### src/rtl/cpu_types_pkg.sv
//============================================================================
// Module : cpu_types_pkg
// Brief  : Shared CPU types: word bus type, I-cache frame/address structs.
// Rev    : 1.0 - initial release with I-cache types
//============================================================================
`default_nettype none
`timescale 1ns/1ps

package cpu_types_pkg;

    typedef logic [31:0] word_t;

    localparam int ICACHE_SETS  = 16;
    localparam int ICACHE_IDX_W = $clog2(ICACHE_SETS);
    localparam int ICACHE_TAG_W = 32 - ICACHE_IDX_W - 2;

    typedef struct packed {
        logic                    valid;
        logic [ICACHE_TAG_W-1:0] tag;
        word_t                   data;
    } icache_frame_t;

    typedef struct packed {
        logic [ICACHE_TAG_W-1:0] tag;
        logic [ICACHE_IDX_W-1:0] idx;
        logic [1:0]              bytoff;
    } icachef_t;

    typedef enum logic [0:0] {
        ICACHE_IDLE = 1'b0,
        ICACHE_FILL = 1'b1
    } icache_state_t;

endpackage

`default_nettype wire

### src/rtl/icache_direct_if.sv
//============================================================================
// Module : icache_direct_if
// Brief  : Fetch-side and refill-side signals of the instruction cache.
// Rev    : 1.0 - initial release
//============================================================================
`default_nettype none
`timescale 1ns/1ps

interface icache_direct_if;
    import cpu_types_pkg::*;

    logic  imemREN;
    word_t imemaddr;
    logic  ihit;
    word_t imemload;
    logic  halt;
    logic  iREN;
    word_t iaddr;
    logic  iwait;
    word_t iload;

    // master drives the datapath and memory-controller side; slave is the cache
    modport master (
        output imemREN, imemaddr, halt, iwait, iload,
        input  ihit, imemload, iREN, iaddr
    );

    modport slave (
        input  imemREN, imemaddr, halt, iwait, iload,
        output ihit, imemload, iREN, iaddr
    );

endinterface

`default_nettype wire

### src/rtl/icache_direct_ctrl.sv
//============================================================================
// Module : icache_ctrl
// Brief  : IDLE/FILL refill controller, miss address latch, hit/miss counters.
// Rev    : 1.0 - initial release
//============================================================================
`default_nettype none
`timescale 1ns/1ps

module icache_ctrl
    import cpu_types_pkg::*;
#(
    parameter int IDX_W = ICACHE_IDX_W,
    parameter int TAG_W = 32 - IDX_W - 2
) (
    input  logic             CLK,
    input  logic             nRST,
    input  logic             imemREN,
    input  word_t            imemaddr,
    input  logic             match,
    input  logic             ihit,
    input  logic             halt,
    input  logic             iwait,
    output logic             idle,
    output logic             iREN,
    output word_t            iaddr,
    output logic             fill_we,
    output logic [IDX_W-1:0] fill_idx,
    output logic [TAG_W-1:0] fill_tag,
    output word_t            hit_count,
    output word_t            miss_count
);

    icache_state_t state_q, state_d;
    word_t         miss_addr_q, miss_addr_d;
    word_t         hit_count_q, hit_count_d;
    word_t         miss_count_q, miss_count_d;

    always_ff @(posedge CLK or negedge nRST) begin
        if (!nRST) begin
            state_q      <= ICACHE_IDLE;
            miss_addr_q  <= '0;
            hit_count_q  <= '0;
            miss_count_q <= '0;
        end else begin
            state_q      <= state_d;
            miss_addr_q  <= miss_addr_d;
            hit_count_q  <= hit_count_d;
            miss_count_q <= miss_count_d;
        end
    end

    always_comb begin
        state_d      = state_q;
        miss_addr_d  = miss_addr_q;
        miss_count_d = miss_count_q;
        hit_count_d  = hit_count_q + {31'd0, ihit};
        iREN         = 1'b0;
        fill_we      = 1'b0;
        case (state_q)
            ICACHE_IDLE: begin
                if (imemREN && !match && !halt) begin
                    miss_addr_d  = imemaddr & 32'hFFFF_FFFC;
                    miss_count_d = miss_count_q + 32'd1;
                    state_d      = ICACHE_FILL;
                end
            end
            ICACHE_FILL: begin
                // a fill always runs to completion, regardless of redirects or halt
                iREN = 1'b1;
                if (!iwait) begin
                    fill_we = 1'b1;
                    state_d = ICACHE_IDLE;
                end
            end
            default: state_d = ICACHE_IDLE;
        endcase
    end

    assign idle       = (state_q == ICACHE_IDLE);
    assign iaddr      = miss_addr_q;
    assign fill_idx   = miss_addr_q[IDX_W+1:2];
    assign fill_tag   = miss_addr_q[31:IDX_W+2];
    assign hit_count  = hit_count_q;
    assign miss_count = miss_count_q;

endmodule

`default_nettype wire

### src/rtl/icache_direct.sv
//============================================================================
// Module : icache_direct
// Brief  : Direct-mapped read-only instruction cache, one word per frame.
// Rev    : 1.0 - initial release
//============================================================================
`default_nettype none
`timescale 1ns/1ps

module icache_direct
    import cpu_types_pkg::*;
#(
    parameter int SETS  = ICACHE_SETS,
    parameter int IDX_W = $clog2(SETS),
    parameter int TAG_W = 32 - IDX_W - 2
) (
    input  logic            CLK,
    input  logic            nRST,
    icache_direct_if.slave  bus,
    output word_t           hit_count,
    output word_t           miss_count
);

    logic [SETS-1:0]  valid_q, valid_d;
    logic [TAG_W-1:0] tag_q  [SETS];
    logic [TAG_W-1:0] tag_d  [SETS];
    word_t            data_q [SETS];
    word_t            data_d [SETS];

    logic [IDX_W-1:0] req_idx;
    logic [TAG_W-1:0] req_tag;
    logic             match;
    logic             idle;
    logic             ihit;
    logic             fill_we;
    logic [IDX_W-1:0] fill_idx;
    logic [TAG_W-1:0] fill_tag;

    assign req_idx = bus.imemaddr[IDX_W+1:2];
    assign req_tag = bus.imemaddr[31:IDX_W+2];
    assign match   = valid_q[req_idx] && (tag_q[req_idx] == req_tag);

    // hits are suppressed during FILL so a hit and a refill write never coincide
    assign ihit         = bus.imemREN && idle && match;
    assign bus.ihit     = ihit;
    assign bus.imemload = ihit ? data_q[req_idx] : '0;

    icache_ctrl #(
        .IDX_W (IDX_W),
        .TAG_W (TAG_W)
    ) u_ctrl (
        .CLK        (CLK),
        .nRST       (nRST),
        .imemREN    (bus.imemREN),
        .imemaddr   (bus.imemaddr),
        .match      (match),
        .ihit       (ihit),
        .halt       (bus.halt),
        .iwait      (bus.iwait),
        .idle       (idle),
        .iREN       (bus.iREN),
        .iaddr      (bus.iaddr),
        .fill_we    (fill_we),
        .fill_idx   (fill_idx),
        .fill_tag   (fill_tag),
        .hit_count  (hit_count),
        .miss_count (miss_count)
    );

    always_comb begin
        valid_d = valid_q;
        tag_d   = tag_q;
        data_d  = data_q;
        if (fill_we) begin
            valid_d[fill_idx] = 1'b1;
            tag_d[fill_idx]   = fill_tag;
            data_d[fill_idx]  = bus.iload;
        end
    end

    always_ff @(posedge CLK or negedge nRST) begin
        if (!nRST) valid_q <= '0;
        else       valid_q <= valid_d;
    end

    // tag/data are qualified by valid, so they need no reset
    always_ff @(posedge CLK) begin
        tag_q  <= tag_d;
        data_q <= data_d;
    end

endmodule

`default_nettype wire
### src/flat_wrapper.sv
// flat-port wrapper written by rule: the top's interface ports become plain ports
module icache_direct_flat import cpu_types_pkg::*;
#(
    parameter int SETS  = ICACHE_SETS,
    parameter int IDX_W = $clog2(SETS),
    parameter int TAG_W = 32 - IDX_W - 2
)
  (CLK, nRST, hit_count, miss_count, bus_imemREN, bus_imemaddr, bus_halt, bus_iwait, bus_iload, bus_ihit, bus_imemload, bus_iREN, bus_iaddr);
  icache_direct_if bus_i ();
  input  logic CLK;
  input  logic nRST;
  output word_t hit_count;
  output word_t miss_count;
  input wire logic [$bits(bus_i.imemREN)-1:0] bus_imemREN;
  input wire logic [$bits(bus_i.imemaddr)-1:0] bus_imemaddr;
  input wire logic [$bits(bus_i.halt)-1:0] bus_halt;
  input wire logic [$bits(bus_i.iwait)-1:0] bus_iwait;
  input wire logic [$bits(bus_i.iload)-1:0] bus_iload;
  output wire logic [$bits(bus_i.ihit)-1:0] bus_ihit;
  output wire logic [$bits(bus_i.imemload)-1:0] bus_imemload;
  output wire logic [$bits(bus_i.iREN)-1:0] bus_iREN;
  output wire logic [$bits(bus_i.iaddr)-1:0] bus_iaddr;
  assign bus_i.imemREN = bus_imemREN;
  assign bus_i.imemaddr = bus_imemaddr;
  assign bus_i.halt = bus_halt;
  assign bus_i.iwait = bus_iwait;
  assign bus_i.iload = bus_iload;
  assign bus_ihit = bus_i.ihit;
  assign bus_imemload = bus_i.imemload;
  assign bus_iREN = bus_i.iREN;
  assign bus_iaddr = bus_i.iaddr;
  icache_direct #(.SETS(SETS), .IDX_W(IDX_W), .TAG_W(TAG_W)) u_core (.CLK(CLK), .nRST(nRST), .bus(bus_i), .hit_count(hit_count), .miss_count(miss_count));
endmodule
### config.mk
export PLATFORM = sky130hd
export DESIGN_NAME = icache_direct_flat
export DESIGN_NICKNAME = d
export VERILOG_FILES = /design/src/rtl/cpu_types_pkg.sv /design/src/rtl/icache_direct_if.sv /design/src/rtl/icache_direct_ctrl.sv /design/src/rtl/icache_direct.sv /design/src/flat_wrapper.sv
export SDC_FILE = /design/constraint.sdc
export NUM_CORES = 1
export LEC_CHECK = 0
export ABC_CLOCK_PERIOD_IN_PS = 7100
export BUFFER_PORTS_ARGS = -buffer_cell sky130_fd_sc_hd__clkbuf_2
export CAP_MARGIN = 20
export CORE_MARGIN = 2
export CORE_UTILIZATION = 35
export DETAILED_ROUTE_END_ITERATION = 10
export GPL_TIMING_DRIVEN = 0
export PLACE_DENSITY_LB_ADDON = 0.25
export SYNTH_ARGS = -nofsm -noshare
export SYNTH_HDL_FRONTEND = slang
export SYNTH_SLANG_ARGS = --single-unit
### constraint.sdc
create_clock -name CLK -period 7.1 [get_ports CLK]
set_input_delay 0.355 -clock CLK [delete_from_list [all_inputs] [get_ports CLK]]
set_output_delay 0.355 -clock CLK [all_outputs]
set_load 0.02 [all_outputs]
# == Yosys cells after proc, flatten, opt, wreduce, memory -nomap -nowiden ==
# Index checks and enable logic that the tools add are counted.
# word_totals
reg_bits,1039
in_bits,69
out_inout_bits,130
word_cells,83
# op_classes
add_sub_neg,2
magnitude_cmp,6
eq_ne,1
n_mux,23
bitwise_logic,4
reduce_logical,10
# ops
operator,n
$bwmux 512,1
$bwmux 416,1
$bmux 32 s4,1
$demux 32 s4,1
$mux 32,4
$bmux 26 s4,1
$demux 26 s4,1
$mux 26,3
$add 32x1->32,1
$add 32x1->32 const B,1
$eq 26x26->1,1
$or 16x16->16,1
$ge 5x5->1 const B,2
$lt 4x5->1 const B,2
$not 4->5,2
$logic_and 1x1->1,7
$mux 1,7
$lt 5x1->1 const B,1
$bmux 1 s4,1
$demux 1 s4,1
$ge 4x1->1 const B,1
$logic_not 1->1,2
$pmux 1 s2,1
$reduce_and 2->1,1
$not 1->1,1

# == Depth between registers and ports, before layout ==
# depth
word_depth,11
depth_mapped,24
depth_no_buf,18

# == Cells and area by module ==
# A second synthesis with hierarchy kept.
# hier_totals
hier_cells,1957
hier_area_um2,41148.2
# by_module_without_submodules
mod,instances,cells_each,area_each_um2,seq_area_each_um2
icache_direct,1,1591,36777.8,28267.1
icache_ctrl,1,366,4370.4,2377.3

# == Worst setup path after synthesis ==
# No wires, ideal clock.
# synth_path
kind,register -> register
start,reg u_core.u_ctrl.state_q
end,reg u_core.valid_q[0]
setup_time_ns,0.089
t_arrival_ns,5.426
required_time_ns,7.011
path_slack_ns,1.585
path_stages_with_launch,5
path_buffers,0
synth_period_minus_slack_ns,5.515
cell_sequence,dfrtp_1 nand2b_1 or3_1 nor3_1 or2_2
# synth_via
elab_chain_cells,1
# synth_lines
element,line,text
"start, declared",icache_direct_ctrl.sv:33,"icache_state_t state_q, state_d;"
"start signal, assigned",icache_direct_ctrl.sv:45,state_q <= state_d;
$mux 1,icache_direct_ctrl.sv:59,case (state_q)
"end signal, assigned",icache_direct.sv:82,else valid_q <= valid_d;
"end, declared",icache_direct.sv:23,"logic [SETS-1:0] valid_q, valid_d;"
# Every way passes these cells.
# A chain may end at the register's enable or synchronous reset.

# == Final worst setup path ==
# layout_path
start,in bus_imemaddr[3]
end,"reg u_core.u_ctrl.hit_count_q[31], in the netlist u_core.u_ctrl.hit_count[31]"
# layout_via
elab_chain_cells,8
elab_cells_between_ends,10
classes_between,1 x add/sub; 1 x eq/ne; 5 x mux; 1 x bitwise; 2 x reduce/logical
# layout_lines
element,line,text
"start, declared",flat_wrapper.sv:15,input wire logic [$bits(bus_i.imemaddr)-1:0] bus_imemaddr;
$not 4->5 (implied by the code),icache_direct.sv:40,assign match = valid_q[req_idx] && (tag_q[req_idx] == req_tag);
$bmux 26 s4,icache_direct.sv:40,
$mux 26 (implied by the code) (2 in a row),icache_direct.sv:40,
$eq 26x26->1,icache_direct.sv:40,
$logic_and 1x1->1 (*),icache_direct.sv:40,
$logic_and 1x1->1 (*),icache_direct.sv:43,assign ihit = bus.imemREN && idle && match;
$add 32x1->32 (*),icache_direct_ctrl.sv:56,"hit_count_d = hit_count_q + {31'd0, ihit};"
named net u_core.u_ctrl.hit_count_d[31],icache_direct_ctrl.sv:35,"word_t hit_count_q, hit_count_d;"
"end signal, assigned",icache_direct_ctrl.sv:47,hit_count_q <= hit_count_d;
"end, declared",icache_direct_ctrl.sv:35,
# The timed path passes the listed nets; every way through them passes the cells marked *. The select of a mux whose other input is x is not followed.

==> metrics.yaml <==
finalClockSkew_ps: 41.8
r2r_cells: 18
highest_layer: "met5"
critPathRequiredTime_ps: 7640
fillers: 10200
drt-vias-per-instance: 5.38
portBuffers: 191
critical_path.most_common_cell: "buf_2"
placed_cells: 3741
antenna_violations_before_repair: 8
timing.hold.worst_endpoint: "u_core.u_ctrl.iaddr[26]$_DFFE_PN0P_"
dr_wl_met2_um: 55100
worst_setup_hold_path_clk_slew_ps: 60
multiInputGateArea_um2: 9880
rr_endpoint: "u_core.u_ctrl.hit_count[31]$_DFF_PN0_"
cts_bufs_inserted: 106
globalplace.congestion: 0.851
synth_warnings: 0
placementRows: 125
postRouteAntennaNets: 0
cts_max_path_buffers: 3
synth.avg_cell_area_um2: 21.1
outcome: "completed"
count_of_routing_violations_after_the_opening_detailed_route_iteration: 2173
synth_flop_cell: "edfxtp_1"
timing.critical_path.max_delay_family: "buffers and inverters"
register_bit_total_from_synthesis: 1039
area_growth_syn_to_layout_pct: 19.5
initial_core_util_pct: 35.3
fin_cells: 3960
worstReg2RegStart: "u_core.tag_q[386]$_DFFE_PP_"
globalRouteOverflowTotal: 0
drv_slew: 0
clock_latency_on_the_worst_skew_pair_ps: 690
die_h_um: 346
synthCells: 1941
cts_tree: "yes"
regToRegSetupSlack_ps: 1150
preCtsSetupSlack_ps: -687
drt_first_pass_iters: 6
critical_path_source_type: "input port"
die_x_um: 346
critical_path.cell_chain: "clkbuf_2, buf_2, buf_2, buf_2, buf_2, buf_2, mux2i_1, xnor2_1, nand2_1, nor3_1, nor4b_4, buf_4, clkbuf_1, nand2_1, inv_1, ha_1, nand4_1, or2_2, nor4_1, and4_1, nand4_1, xnor2_1"
power-per-cell-area_nw_per_um2: 280
route.met3.wl_um: 7850
grt_first_pass_wirelength_um: 160000
htree_num_levels: 3
seq_area_um2: 30600
post_drt_wl_per_cell_um: 28.6
cp_slowest_stage_delay_ps: 530
worst-setup-path-type: "input port to flip-flop"
wl_um: 113000
diodes: 0
worstSetupEndpointType: "flip-flop"
finalHoldViolCount: 0
cts_sinks: 1039
crit_slowest_cell: "nor4_1"
worst_hold_path_type: "input port to flip-flop"
via_count_of_the_first_global_routing_pass: 21700
fin_nets: 2423
drv.max_cap_violation_count: 0
slew_headroom_pct: 23.6
worst_hold_slack_ps: 33.4
crit_buf_inv: 9
clockRootBuffer: "clkbuf_16"
track_usage_pct: 18.8
drt_drc_violations_left: 0
floorplan.die_area_um2: 120000
wirelength_met1_um: 47400
p_total_uw: 13700
finalCriticalPeriod_ps: 6310
detailedPlacementHpwl_um: 75600
synthArstFlopShare_pct: 10.7
leakagePower_uw: 0.0168
core_region_area_um2: 116000
worstPathArrival_ps: 6850
critPathMaxFanout: 10
holdPathStages: 2
synth-edff-count: 928
final.setup.worst_slack_ps: 793
post_route_cells_drive_above_1_share_pct: 33.1
rsz_0062_raised_after_global_routing: "false"
synth_sequential_area_ratio_pct: 74.9
grt_start_max_net_pins: 83
finalCritPeriodShare_pct: 88.8
synthDistinctLibCells: 59
syn-cell-area_um2: 40900
finalSetupViolCount: 0
timing_worst_slew_pin_value_ps: 1140
min-delay-start: "bus_imemaddr[26]"
fmaxAchievable_mhz: 159
num_vias: 21300
max-vdd-ir-drop_v: 0.000198
io_pins: 199
==> cells in the mapped netlist (3+ instances only) <==
cell type,instances,area share [%]
a211oi_1,3,0.055
a21oi_1,4,0.049
a221oi_1,7,0.15
a22o_1,5,0.11
a22oi_1,10,0.18
and2_1,6,0.092
and3_1,47,0.72
and4_1,4,0.086
buf_1,17,0.16
buf_2,23,0.28
buf_4,11,0.20
buf_6,8,0.22
clkbuf_1,31,0.28
dfrtp_1,111,6.8
edfxtp_1,928,68
ha_1,3,0.092
inv_1,10,0.092
mux2_2,18,0.50
mux2_4,28,1.0
mux2i_1,75,1.8
mux4_2,245,13
nand2_1,37,0.34
nand2b_1,12,0.18
nand3_1,32,0.39
nand4_1,20,0.31
nand4b_1,3,0.064
nor2_1,32,0.29
nor2b_1,13,0.20
nor3_1,27,0.33
nor3b_1,5,0.092
nor4_1,17,0.26
nor4b_1,3,0.064
o22ai_1,6,0.092
or2_2,18,0.28
xnor2_1,44,0.94
xor2_1,44,0.94
==> placed cells by master (no fill, tap or decap), types with 17 or more instances in the layout <==
| cell type | n |
|---|---|
| and3_1 | 47 |
| buf_12 | 27 |
| mux4_2 | 245 |
| clkbuf_2 | 193 |
| nor2_1 | 20 |
| nor4_1 | 17 |
| xnor2_1 | 44 |
| clkbuf_1 | 52 |
| xor2_1 | 44 |
| mux2_2 | 18 |
| clkinv_1 | 23 |
| buf_2 | 23 |
| dfrtp_1 | 111 |
| mux2i_1 | 75 |
| nor3_1 | 23 |
| buf_1 | 17 |
| nand4_1 | 20 |
| dlygate4sd3_1 | 20 |
| edfxtp_1 | 928 |
| nand2_1 | 37 |
| clkinv_2 | 20 |
| buf_6 | 42 |
| or2_2 | 18 |
| nand3_1 | 32 |
| clkbuf_16 | 108 |
| mux2_4 | 28 |
==> sequential cells by signal, summed over array words and instances (netlist names) <==
register / cells
u_core.valid_q: 16
u_core.u_ctrl.hit_count: 32
u_core.u_ctrl.iaddr: 30
u_core.data_q: 512
u_core.tag_q: 416
u_core.u_ctrl.state_q: 1
u_core.u_ctrl.miss_count: 32
==> kinds of logic after synthesis <==
kind of cell | synth area share (%)
AO/OA/AOI/OAI | 1.06
XOR/XNOR | 1.88
adder cells (fa/ha/maj) | 0.0917
buffers and inverters | 1.26
flip-flops | 74.9
multiplexers | 16.8
other | 0.00916
AND/OR/NAND/NOR | 3.99
==> how the worst max path moves through the flow <==
stage | startpoint | endpoint | depth (start not counted)
after floorplan | u_core.u_ctrl.state_q$_DFF_PN0_ | u_core.valid_q[0]$_DFFE_PN0P_ | 4
after global placement | bus_iwait | u_core.valid_q[3]$_DFFE_PN0P_ | 4
after detailed placement | bus_imemaddr[5] | u_core.u_ctrl.hit_count[31]$_DFF_PN0_ | 19
after CTS | bus_imemaddr[5] | u_core.u_ctrl.hit_count[31]$_DFF_PN0_ | 19
after global routing | bus_imemaddr[3] | u_core.u_ctrl.hit_count[31]$_DFF_PN0_ | 22
final | bus_imemaddr[3] | u_core.u_ctrl.hit_count[31]$_DFF_PN0_ | 22
==> power breakdown <==
part	leakage, uW	total, uW	switching [uW]	internal, uW
clock network	0.00165	5420	2290	3130
logic	0.00540	1060	613	451
registers	0.00978	7230	238	6990
total	0.0168	13700	3140	10600
==> per-layer routing <==
metal | GRT usage [%] | up-vias
li1 | - | 8842
met1 | 25.4 | 11500
met2 | 30.8 | 788
met3 | 4.17 | 185
met4 | 4.81 | 8
met5 | 0 | -
==> area by class of cell <==
type                    instances  area share [%]
clock inverters                56           0.972
flip-flops and latches       1039            62.6
clock buffers                 137            5.89
repair buffers                301            5.35
inverters                      10          0.0767
well taps                    1524            3.90
multi-input cells             801            20.2
plain buffers                  92           0.979
==> worst reg2reg max path, cell delays in order (launching register included) <==
cell      delay (ps)
edfxtp_1         370
mux4_2           490
a22o_1           260
a221oi_2         210
xor2_1           510
nand4_1          160
or4b_1           610
nor4b_4          280
buf_4            190
clkbuf_1         490
nand2_1          120
inv_1            140
ha_1             220
nand4_1          240
or2_2            390
nor4_1           530
and4_1           330
nand4_1          120
xnor2_1          150
==> timing repair <==
item / 4_1_cts / 5_1_grt
hold buffers: 20 / 0
gates resized for setup: 0 / 3
setup endpoints to repair: 0 / 7
buffers inserted: 0 / 2
hold endpoints to repair: 60 / 0
==> metrics by stage <==
step	util [%]	setup TNS, ps	cell area [um^2]
6_report	42.2	0	48900
5_1_grt	42.2	0	48900
3_3_place_gp	37.7	-1613380	43800
4_1_cts	42.1	0	48900
2_1_floorplan	-	0	40900
3_5_place_dp	39.0	-5130	45300
No activity file was read; power rests on OpenSTA's default activity.
